--- src/rtl/game_screen_controller.sv ---
// Game screen controller: frame tick generation, IDLE/PLAYING/HIT/GAME_OVER
// sequencing with lives and score, and a registered output pixel mux.
module game_screen_controller #(
  parameter int SCREEN_WIDTH     = 1280,
  parameter int SCREEN_HEIGHT    = 720,
  parameter int MAX_LIVES        = 3,
  parameter int HIT_FRAMES       = 60,
  parameter int BLINK_FRAMES     = 15,
  parameter int GAME_OVER_FRAMES = 180
) (
  input  logic        clk_in,
  input  logic        rst_in,
  input  logic [10:0] hcount_in,
  input  logic [9:0]  vcount_in,
  input  logic        start_in,
  input  logic        wall_hit_in,
  input  logic        wall_pass_in,
  input  logic [23:0] playfield_pixel_in,
  input  logic [23:0] game_over_pixel_in,
  output logic [1:0]  state_out,
  output logic [1:0]  lives_out,
  output logic [7:0]  score_out,
  output logic        frame_tick_out,
  output logic [23:0] pixel_out
);

  typedef enum logic [1:0] {
    ST_IDLE      = 2'd0,
    ST_PLAYING   = 2'd1,
    ST_HIT       = 2'd2,
    ST_GAME_OVER = 2'd3
  } state_t;

  localparam logic [10:0] WIDTH_C  = 11'(SCREEN_WIDTH);
  localparam logic [9:0]  HEIGHT_C = 10'(SCREEN_HEIGHT);
  localparam logic [1:0]  LIVES_C  = 2'(MAX_LIVES);
  localparam logic [7:0]  HIT_C    = 8'(HIT_FRAMES);
  localparam logic [7:0]  BLINK_C  = 8'(BLINK_FRAMES);
  localparam logic [7:0]  GO_C     = 8'(GAME_OVER_FRAMES);

  state_t      state_r, state_s;
  logic [1:0]  lives_r, lives_s;
  logic [7:0]  score_r, score_s;
  logic [7:0]  frame_cnt_r, frame_cnt_s;
  logic        tick_cond_s, tick_cond_d_r, tick_armed_r, frame_tick_r;
  logic        active_s, blink_s;
  logic [23:0] pixel_r, pixel_s;

  assign tick_cond_s = (hcount_in == 11'd0) && (vcount_in == HEIGHT_C);
  assign active_s    = (hcount_in < WIDTH_C) && (vcount_in < HEIGHT_C);
  assign blink_s     = ((frame_cnt_r / BLINK_C) % 8'd2) == 8'd1;

  // Frame tick edge detector; armed only once the condition has been seen low,
  // so a condition already held at reset release cannot produce a tick.
  always_ff @(posedge clk_in or negedge rst_in) begin
    if (!rst_in) begin
      tick_cond_d_r <= 1'b0;
      tick_armed_r  <= 1'b0;
      frame_tick_r  <= 1'b0;
    end else begin
      tick_cond_d_r <= tick_cond_s;
      tick_armed_r  <= tick_armed_r | ~tick_cond_s;
      frame_tick_r  <= tick_cond_s & ~tick_cond_d_r & tick_armed_r;
    end
  end

  // State, lives, score and frame counter registers.
  always_ff @(posedge clk_in or negedge rst_in) begin
    if (!rst_in) begin
      state_r     <= ST_IDLE;
      lives_r     <= 2'd0;
      score_r     <= 8'd0;
      frame_cnt_r <= 8'd0;
    end else begin
      state_r     <= state_s;
      lives_r     <= lives_s;
      score_r     <= score_s;
      frame_cnt_r <= frame_cnt_s;
    end
  end

  // Next-state logic; a hit outranks a simultaneous pass.
  always_comb begin
    state_s     = state_r;
    lives_s     = lives_r;
    score_s     = score_r;
    frame_cnt_s = frame_cnt_r;
    case (state_r)
      ST_IDLE: begin
        if (start_in) begin
          state_s     = ST_PLAYING;
          lives_s     = LIVES_C;
          score_s     = 8'd0;
          frame_cnt_s = 8'd0;
        end else begin
          state_s = ST_IDLE;
        end
      end
      ST_PLAYING: begin
        if (wall_hit_in) begin
          lives_s     = lives_r - 2'd1;
          frame_cnt_s = 8'd0;
          state_s     = (lives_r == 2'd1) ? ST_GAME_OVER : ST_HIT;
        end else if (wall_pass_in) begin
          score_s = (score_r == 8'hFF) ? 8'hFF : score_r + 8'd1;
        end else begin
          state_s = ST_PLAYING;
        end
      end
      ST_HIT: begin
        if (frame_cnt_r == HIT_C) begin
          state_s     = ST_PLAYING;
          frame_cnt_s = 8'd0;
        end else if (frame_tick_r) begin
          frame_cnt_s = frame_cnt_r + 8'd1;
        end else begin
          frame_cnt_s = frame_cnt_r;
        end
      end
      ST_GAME_OVER: begin
        if (start_in || (frame_cnt_r == GO_C)) begin
          state_s     = ST_IDLE;
          frame_cnt_s = 8'd0;
        end else if (frame_tick_r) begin
          frame_cnt_s = frame_cnt_r + 8'd1;
        end else begin
          frame_cnt_s = frame_cnt_r;
        end
      end
      default: state_s = ST_IDLE;
    endcase
  end

  // Pixel source selection; blanking outside the active area.
  always_comb begin
    pixel_s = 24'h000000;
    if (!active_s) begin
      pixel_s = 24'h000000;
    end else begin
      case (state_r)
        ST_IDLE:      pixel_s = 24'h000000;
        ST_PLAYING:   pixel_s = playfield_pixel_in;
        ST_HIT:       pixel_s = blink_s ? 24'hFFFFFF : playfield_pixel_in;
        ST_GAME_OVER: pixel_s = game_over_pixel_in;
        default:      pixel_s = 24'h000000;
      endcase
    end
  end

  // Output pixel register.
  always_ff @(posedge clk_in or negedge rst_in) begin
    if (!rst_in) begin
      pixel_r <= 24'h000000;
    end else begin
      pixel_r <= pixel_s;
    end
  end

  assign state_out      = state_r;
  assign lives_out      = lives_r;
  assign score_out      = score_r;
  assign frame_tick_out = frame_tick_r;
  assign pixel_out      = pixel_r;

endmodule
--- config.mk ---
export PLATFORM = sky130hd
export DESIGN_NAME = game_screen_controller
export DESIGN_NICKNAME = d
export VERILOG_FILES = /design/src/rtl/game_screen_controller.sv
export SDC_FILE = /design/constraint.sdc
export NUM_CORES = 1
export LEC_CHECK = 0
export ABC_AREA = 1
export BUFFER_PORTS_ARGS = -buffer_cell sky130_fd_sc_hd__buf_2
export CELL_PAD_IN_SITES_DETAIL_PLACEMENT = 1
export CELL_PAD_IN_SITES_GLOBAL_PLACEMENT = 1
export CORE_MARGIN = 2
export CORE_UTILIZATION = 34
export DETAILED_ROUTE_END_ITERATION = 12
export PLACE_DENSITY_LB_ADDON = 0.25
export SLEW_MARGIN = 20
export SYNTH_ARGS = -nofsm -noshare
export SYNTH_HDL_FRONTEND = slang
export SYNTH_SLANG_ARGS = --single-unit
--- constraint.sdc ---
create_clock -name clk_in -period 3.4 [get_ports clk_in]
set_clock_uncertainty 0.1 [all_clocks]
set_input_delay 0.68 -clock clk_in [delete_from_list [all_inputs] [get_ports clk_in]]
set_output_delay 0.68 -clock clk_in [all_outputs]
set_load 0.03 [all_outputs]
==> results of run 1 <==
==> area by class of cell <==
cell class,instances,area [µm²],share of cell area
well taps,108,135,0.0355
clock inverters,2,13.8,0.00361
multi-input cells,289,1440,0.377
clock buffers,6,82.6,0.0217
inverters,98,368,0.0966
flip-flops and latches,47,1180,0.309
repair buffers,116,596,0.156
==> path summary, 6_finish.rpt <==
kind	start	endpoint	slack (ns)	cells after the start
worst max-delay path	frame_cnt_r[6]	pixel_out[22]	0.41	24
worst min register to register	tick_cond_d_r	frame_tick_out	0.32	1
min in group clk_in	tick_cond_d_r	frame_tick_out	0.32	1
worst max register to register	frame_cnt_r[6]	pixel_out[22]	0.41	24
worst min-delay path	rst_in	pixel_out[22]	0.22	1
max in group asynchronous	rst_in	pixel_out[1]	2.37	2
==> cells in the mapped netlist (all sizes together), types with 2 or more instances <==
master,number,area share
nand2,119,0.16
inv,98,0.12
dfrtp,47,0.38
o21ai,44,0.072
nand3,39,0.067
a21oi,27,0.044
nor2,20,0.025
clkbuf,12,0.015
xor2,7,0.020
nor3,6,0.0098
ha,5,0.020
buf,4,0.011
o22ai,4,0.0082
nor4,3,0.0061
o211ai,3,0.0074
nand4,2,0.0041
or4,2,0.0049
==> routing by layer <==
metal  track usage  part of all wire  routed length [µm]
met1         0.264              0.45                4330
met2         0.370              0.51                4870
met3        0.0277             0.036                 347
met4        0.0379            0.0059                  57
met5             0                 0                   0
==> worst max-delay path, cell delays in order, from the launching register on <==
cell	delay (ns)
dfrtp_1	0.51
nand2_1	0.14
inv_2	0.10
nand2_4	0.09
nand2_2	0.11
nand2_2	0.08
nand2_2	0.06
nand2_2	0.06
nor2_2	0.12
nand2_2	0.08
nand2_2	0.07
nand2_1	0.06
nand2_2	0.09
inv_1	0.05
ha_1	0.27
nand2_1	0.07
inv_1	0.04
nand2_1	0.07
nand2_1	0.05
nand2_1	0.08
nand2_2	0.06
nand2_4	0.23
nand2_1	0.09
nand2_1	0.07
a21oi_1	0.07
==> logic make-up after synthesis <==
family / Yosys count / synth area share
compound gates: 85 / 0.150
fa+ha+maj: 5 / 0.0205
flops: 47 / 0.385
buf+inv: 114 / 0.146
xor+xnor: 7 / 0.0201
simple gates: 192 / 0.279
==> where the power goes <==
group / leakage (nW) / internal [mW] / total, mW / switching [mW]
Combinational: 1.49 / 0.313 / 1.11 / 0.799
Clock: 0.0516 / 0.167 / 0.375 / 0.208
Sequential: 0.624 / 0.678 / 0.733 / 0.0548
Total: 2.17 / 1.16 / 2.22 / 1.06
==> stage by stage <==
| step | util | instance area, µm² | worst slack (ns) | std cells | power [mW] |
|---|---|---|---|---|---|
| final | 0.437 | 3810 | 0.414 | 666 | 2.22 |
| after global routing | 0.437 | 3810 | 0.0613 | 666 | 2.40 |
| after CTS | 0.437 | 3810 | 0.383 | 666 | 2.25 |
| after detailed placement | 0.426 | 3710 | 0.416 | 658 | 1.86 |
| after global placement | 0.426 | 3710 | 0.617 | 658 | 1.83 |
| after floorplan | - | 3060 | 0.889 | 450 | 1.48 |
==> flip-flops by register name, indices dropped and copies added, names as in the netlist <==
name and cells:
tick_armed_r 1, frame_cnt_r 8, tick_cond_d_r 1, lives_out 2
pixel_out 24, frame_tick_out 1, state_out 2, score_out 8
==> results.cfg, run 1 <==
[route]
routedWlPerCell_um = 14.4
wl_mm = 9.61
drt_iter0_drc = 85
vias = 3237
vias_per_cell = 4.86
drc = 0
ant_nets = 0
dr.pass1.iters = 4

[setup_path]
critPathCaptureType = flop
crit_path_max_fanout = 24
path_class = reg2reg
setup.worst_path.start_class = flop
worstPathArrival_ns = 3.03
cp.required_ns = 3.45

[cells_and_area]
drive_gt1_frac = 0.256
syn_to_final_growth_pct = 24.6
final_cell_mix = buf_2, nand2_1, inv_1
final_nets = 636
layout_commonest_cell = buf_2
insertedDiodeCount = 0
fill_cells = 1181

[yosys]
async_flop_share = 1.00
ys_seq_area_frac = 0.385
synth_nets = 529
synth-seq-cells = 47
synth_cell_types = 32
yosys_warnings = 0
netlist_area_um2 = 3060
synth-edff-count = 0
ys.flop_type = dfrtp_1
syn_area_per_cell_um2 = 6.79
syn-instance-count = 450

[power_and_ir_drop]
power_density_nw_per_um2 = 583
leakage_nw = 2.17
peakVddDrop_mv = 0.242

[die]
ios = 111
die_y_um = 98.8
fp-row-count = 34
die_w_um = 98.8
die_area_um2 = 9760
start_util = 0.351
fp.coreArea_um2 = 8720

[timing]
rsz0062_at_grt = false
finalSetupViolCount = 0
period_share = 0.878
worstMarginPinSlew_ns = 0.896
whs_ns = 0.217
fmax_ghz = 0.335
slew_viol_final = 0
max_slew_margin = 0.401
hold_violations = 0
fin_tns_setup_ns = 0
finalCriticalPeriod_ns = 2.99

[global_routing]
grt_pass1_vias = 3490
grt-ovfl-total = 0
antenna_found_initial = 0
grt_pass1_wl_mm = 16.4
grt_use_total = 0.205
grt_max_degree = 31

[placed_design]
dpl.hpwl_mm = 7.22
io_buffers = 110
gp_congestion = 0.848

[cts]
cts_sinks = 47
clk_path_buf_depth = 2
numCtsBuffers = 5
ctsResizeCount = 0
clkTransAtPathRegs_ns = 0.10
cts_tree = done
ctsHoldBuffers = 0
post_cts_buffers = 0
clockRootBuffer = clkbuf_8
clk_latency_ns = 0.30
cts_htree_levels = 2

[job]
drv_cap = 0

[outcome]
status = complete, no violations

[min_path]
hp-class = in2async
Power figures use the tool's default switching activity.
==> run 2: changes to the inputs <==
--- a/config.mk
+++ b/config.mk
@@ -5,12 +5,11 @@
 export SDC_FILE = /design/constraint.sdc
 export NUM_CORES = 1
 export LEC_CHECK = 0
-export ABC_AREA = 1
 export BUFFER_PORTS_ARGS = -buffer_cell sky130_fd_sc_hd__buf_2
 export CELL_PAD_IN_SITES_DETAIL_PLACEMENT = 1
 export CELL_PAD_IN_SITES_GLOBAL_PLACEMENT = 1
 export CORE_MARGIN = 2
-export CORE_UTILIZATION = 34
+export CORE_UTILIZATION = 35
 export DETAILED_ROUTE_END_ITERATION = 12
 export PLACE_DENSITY_LB_ADDON = 0.25
 export SLEW_MARGIN = 20
==> run 2 against run 1 <==
  * Synthesized cell count fell by 28%
  * Synthesized area fell by 5.2%
  * Combinational power rose by 5%
  * Setup slack improved by 0.32 ns
  * Count of clock-buffer cells in the layout did not move
  * Worst hold slack improved by 0.056 ns
  * Sequential power rose by 2%
  * Critical path depth fell by 12
  * Sequential share of layout area rose by 1.6 points
  * Critical path type unchanged
  * Largest cell class unchanged
  * Highest routed layer unchanged
==> results.cfg, run 2 <==
[route]
vias_per_cell = 5.42
drc = 0
dr.pass1.iters = 4
ant_nets = 0
drt_iter0_drc = 58
wl_mm = 8.48
routedWlPerCell_um = 15.9
vias = 2888

[cells_and_area]
insertedDiodeCount = 0
stdcell_area_um2 = 3620
drive_gt1_frac = 0.313
syn_to_final_growth_pct = 25.0
final_util = 0.445
largest_reg_flops = 24
layout_commonest_cell = buf_2
final_nets = 507
final_cell_mix = buf_2, dfrtp_1, inv_1
instances_no_fill = 533

[yosys]
synth_nets = 404
syn-instance-count = 325
synth-edff-count = 0
synth_mux_area_frac = 0.00389
async_flop_share = 1.00
yosys.area_share.simple = 0.149
netlist_area_um2 = 2900
synth_top_cell_by_area = dfrtp_1
synth-seq-cells = 47
ys.flop_type = dfrtp_1
syn_area_per_cell_um2 = 8.91
synth_cell_types = 58
synth.top_cells.by_area = dfrtp_1, a21o_1, o211ai_1, a31oi_1, inv_1
synth_compound_area_frac = 0.330
ys_seq_area_frac = 0.406
synth.most_common_cell = dfrtp_1
synth_fa_ha_area_frac = 0.0255
synth_common_cells = dfrtp_1, inv_1, a21o_1, a31oi_1, o211ai_1
yosys_warnings = 0
synth_top_cell_area_share = 0.406
synth_top_family_by_area = compound AO/OA/AOI/OAI gates
synth-xor-area-share = 0.00605

[cts]
ctsResizeCount = 0
cts_tree = done
post_cts_buffers = 0
cts_htree_levels = 2
numCtsBuffers = 5
clk_latency_ns = 0.30
clockRootBuffer = clkbuf_8
ctsHoldBuffers = 0
cts_sinks = 47
clkTransAtPathRegs_ns = 0.09
clk_path_buf_depth = 2

[job]
drv_cap = 0

[timing]
period_share = 0.785
fmax_ghz = 0.375
finalSetupViolCount = 0
fin_ws_ns = 0.730
finalCriticalPeriod_ns = 2.67
fin_tns_setup_ns = 0
slew_viol_final = 0
worstMarginPinSlew_ns = 0.858
rsz0062_at_grt = false
max_slew_margin = 0.427
hold_violations = 0
whs_ns = 0.273

[placed_design]
dpl.hpwl_mm = 6.12
gp_congestion = 0.778
dpl_cell_area_um2 = 3530
preCtsSetupSlack_ns = 0.714
io_buffers = 110
placed_cells = 526

[min_path]
hp-class = in2async

[setup_path]
setup.worst_path.start_class = flop
path_class = reg2reg
crit_path_max_fanout = 24
cp_slowest_cell = dfrtp_1
crit_chain = nor2_2 > nand2_1 > nand2_1 > a22oi_1 > o21ai_0 > ha_1 > nand2_1 > nor2_1 > and3_1 > o31ai_4 > buf_4 > a31oi_1
worstPathArrival_ns = 2.75
critPathCaptureType = flop
reg2reg_depth = 12
cp.required_ns = 3.48
slowest_delay_ns = 0.52
crit_top_cell = nand2_1

[die]
start_util = 0.356
die_w_um = 95.0
die_area_um2 = 9020
ios = 111
fp-row-count = 33
fp.coreArea_um2 = 8130
die_y_um = 95.0

[global_routing]
grt-ovfl-total = 0
grt_pass1_vias = 2861
antenna_found_initial = 0
grt_max_degree = 48
grt_pass1_wl_mm = 13.9
grt_use_total = 0.196

[power_and_ir_drop]
leakage_nw = 1.91
peakVddDrop_mv = 0.260
power_density_nw_per_um2 = 624
design_power_total_mw = 2.26

[outcome]
status = complete, no violations
[run 2: worst max-delay path: cells and delay by family, from the launching register on]
kind / cells / cell delay (ns)
buffers and inverters: 1 / 0.30
adder cells (fa/ha/maj): 1 / 0.26
flip-flops: 1 / 0.52
AND/OR/NAND/NOR: 6 / 0.75
AO/OA/AOI/OAI: 4 / 0.61
[run 2: final cells by class]
| cell class | instances | area [µm²] |
|---|---|---|
| clock buffer | 6 | 82.6 |
| clock inverter | 1 | 8.76 |
| fill | 1011 | 4510 |
| inverter | 31 | 116 |
| multi-input combinational | 225 | 1490 |
| sequential | 47 | 1180 |
| tap | 105 | 131 |
| timing repair buffer | 118 | 613 |
[run 2: power breakdown]
part           switching (mW)  internal, mW
logic                   0.761         0.396
registers              0.0738         0.671
clock network           0.194         0.164
total                    1.03          1.23
[run 2: cells by family after synthesis]
family                   count (synthesis)
AO/OA/AOI/OAI                          139
AND/OR/NAND/NOR                         77
XOR/XNOR                                 2
multiplexers                             1
adder cells (fa/ha/maj)                  6
buffers and inverters                   53
flip-flops                              47
[run 2: layer usage]
metal	global-route usage	up-vias	wire, µm
li1	-	1407	-
met1	0.244	1398	3640
met2	0.330	74	4130
met3	0.0623	9	600
met4	0.0507	0	107
met5	0	-	0
[run 2: worst paths after layout]
| kind | start | endpoint | slack [ns] |
|---|---|---|---|
| hold / removal | rst_in | score_out[2] | 0.27 |
| setup reg to reg | frame_cnt_r[2] | pixel_out[5] | 0.73 |
| setup / recovery | frame_cnt_r[2] | pixel_out[5] | 0.73 |
| hold reg to reg | tick_armed_r | tick_armed_r | 0.37 |
| min in group clk_in | tick_armed_r | tick_armed_r | 0.37 |
| max in group asynchronous | rst_in | frame_cnt_r[4] | 2.48 |
==> run 3: changes to the inputs <==
==> constraint.sdc (replaced) <==
create_clock -name clk_in -period 2.7 [get_ports clk_in]
set_clock_uncertainty 0.1 [all_clocks]
set_input_delay 0.54 -clock clk_in [delete_from_list [all_inputs] [get_ports clk_in]]
set_output_delay 0.54 -clock clk_in [all_outputs]
set_load 0.03 [all_outputs]
==> run 3 against run 2 <==
  * Worst hold slack got worse by 0.17 ns
  * Critical path type unchanged
  * Core utilization rose by 0.40 points
  * Critical endpoint is now pixel_out[9]
  * Sequential share of layout area fell by 0.29 points
  * Setup slack got worse by 0.55 ns
  * Flip-flop and latch count did not move
  * Via count rose by 0.90%
  * Count of clock-buffer cells in the layout did not move
  * Die area did not move
  * Critical path depth did not move
==> results.cfg, run 3 (same netlist as run 2, synthesis figures left out) <==
[cells_and_area]
drive_gt1_frac = 0.318
final_cell_mix = buf_2, dfrtp_1, inv_1
multiInputGateArea_um2 = 1490
insertedDiodeCount = 0
register_area_um2 = 1180
fill_cells = 999
final_util = 0.449
layout_commonest_cell = buf_2
stdcell_area_um2 = 3650
syn_to_final_growth_pct = 26.1
largest_reg_flops = 24
instances_no_fill = 536
final_nets = 510

[cts]
clk_path_buf_depth = 2
clkTransAtPathRegs_ns = 0.09
cts_htree_levels = 2
cts_sinks = 47
numCtsBuffers = 5
post_cts_buffers = 0
ctsHoldBuffers = 0
clk_latency_ns = 0.30
ctsResizeCount = 0
cts_tree = done
clockRootBuffer = clkbuf_8

[timing]
max_slew_margin = 0.636
hold_violations = 0
slew_viol_final = 0
fin_tns_setup_ns = 0
rsz0062_at_grt = false
finalCriticalPeriod_ns = 2.52
whs_ns = 0.107
period_share = 0.933
finalSetupViolCount = 0
fmax_ghz = 0.397
worstMarginPinSlew_ns = 0.546

[min_path]
hp-class = in2async

[setup_path]
critPathCaptureType = flop
crit_chain = nor2_2 > nand2_1 > nand2_1 > a22oi_1 > o21ai_0 > ha_1 > nand2_1 > nor2_1 > and3_1 > o31ai_4 > buf_12 > a31oi_1
setup.worst_path.start_class = flop
path_class = reg2reg
cp.required_ns = 2.78
crit_buf_inv = 1
crit_top_cell = nand2_1
cp_slowest_cell = dfrtp_1
slowest_delay_ns = 0.51
crit_family = simple AND/OR/NAND/NOR gates
crit_path_max_fanout = 24
worstPathArrival_ns = 2.60

[power_and_ir_drop]
switching_share = 0.453
leakage_nw = 1.93
p_comb_frac = 0.518
peakVddDrop_mv = 0.271
clock_power_share = 0.158
p_switching_mw = 1.29
power_density_nw_per_um2 = 781
p_int_mw = 1.56
seqPwrFrac = 0.325

[global_routing]
grt_max_degree = 40
grt-ovfl-total = 0
grt_use_total = 0.191
antenna_found_initial = 0
grt_pass1_wl_mm = 13.6
grt_pass1_vias = 2962

[die]
start_util = 0.356
ios = 111
fp.coreArea_um2 = 8130
die_y_um = 95.0
die_area_um2 = 9020
die_w_um = 95.0
fp-row-count = 33

[route]
wl_mm = 8.40
vias = 2914
ant_nets = 0
drc = 0
vias_per_cell = 5.44
drt_iter0_drc = 63
routedWlPerCell_um = 15.7
dr.pass1.iters = 4

[job]
drv_cap = 0

[placed_design]
placed_cells = 529
io_buffers = 110
dpl_cell_area_um2 = 3560
dpl.hpwl_mm = 6.27
gp_congestion = 0.768

[outcome]
status = complete, no violations
-- run 3: changes by cell type in the layout (fill, tap and decap cells not counted) --
| cell | previous run | this run |
|---|---|---|
| buf_12 | 0 | 1 |
| buf_2 | 109 | 110 |
| buf_4 | 9 | 10 |
-- run 3: metal layers --
layer  up-vias  track usage  part of all wire  wire length [µm]
li1       1411            -                 -                 -
met1      1411        0.228              0.42              3500
met2        84        0.326              0.49              4100
met3         8       0.0638             0.081               682
met4         0       0.0531             0.014               115
met5         -            0                 0                 0
-- run 3: path summary, 6_finish.rpt --
path	from	end	slack (ns)	cells after the start
min reg2reg	tick_armed_r	tick_armed_r	0.37	1
max reg2reg	frame_cnt_r[6]	pixel_out[9]	0.18	12
max	frame_cnt_r[6]	pixel_out[9]	0.18	12
max in group asynchronous	rst_in	state_out[0]	1.67	2
min	rst_in	score_out[2]	0.11	1
min in group clk_in	hcount_in[5]	tick_cond_d_r	0.32	2
-- run 3: final cells by class --
class	instances	area share
Multi-Input combinational cell	225	0.409
Sequential cell	47	0.322
Tap cell	105	0.0360
Clock buffer	6	0.0226
Inverter	31	0.0318
Clock inverter	1	0.00240
Timing Repair Buffer	121	0.177
-- run 3: worst reg2reg max path, cell delays in order, from the launching register on --
cell     delay [ns]
dfrtp_1        0.51
nor2_2         0.21
nand2_1        0.07
nand2_1        0.08
a22oi_1        0.06
o21ai_0        0.17
ha_1           0.25
nand2_1        0.11
nor2_1         0.06
and3_1         0.21
o31ai_4        0.25
buf_12         0.20
a31oi_1        0.12
-- run 3: power groups by stage --
stage,Combinational [mW],Sequential (mW),Clock (mW)
floorplan,0.742,1.23,0
global placement,1.46,0.938,0
detailed placement,1.49,0.940,0
CTS,1.50,0.929,0.472
global route,1.62,0.945,0.496
finish,1.48,0.926,0.450
-- run 3: metrics by stage --
stage,power (mW),setup WS [ns]
2_1_floorplan,1.97,0.344
3_3_place_gp,2.40,0.271
3_5_place_dp,2.43,0.179
4_1_cts,2.90,0.171
5_1_grt,3.06,0.00369
6_report,2.85,0.180
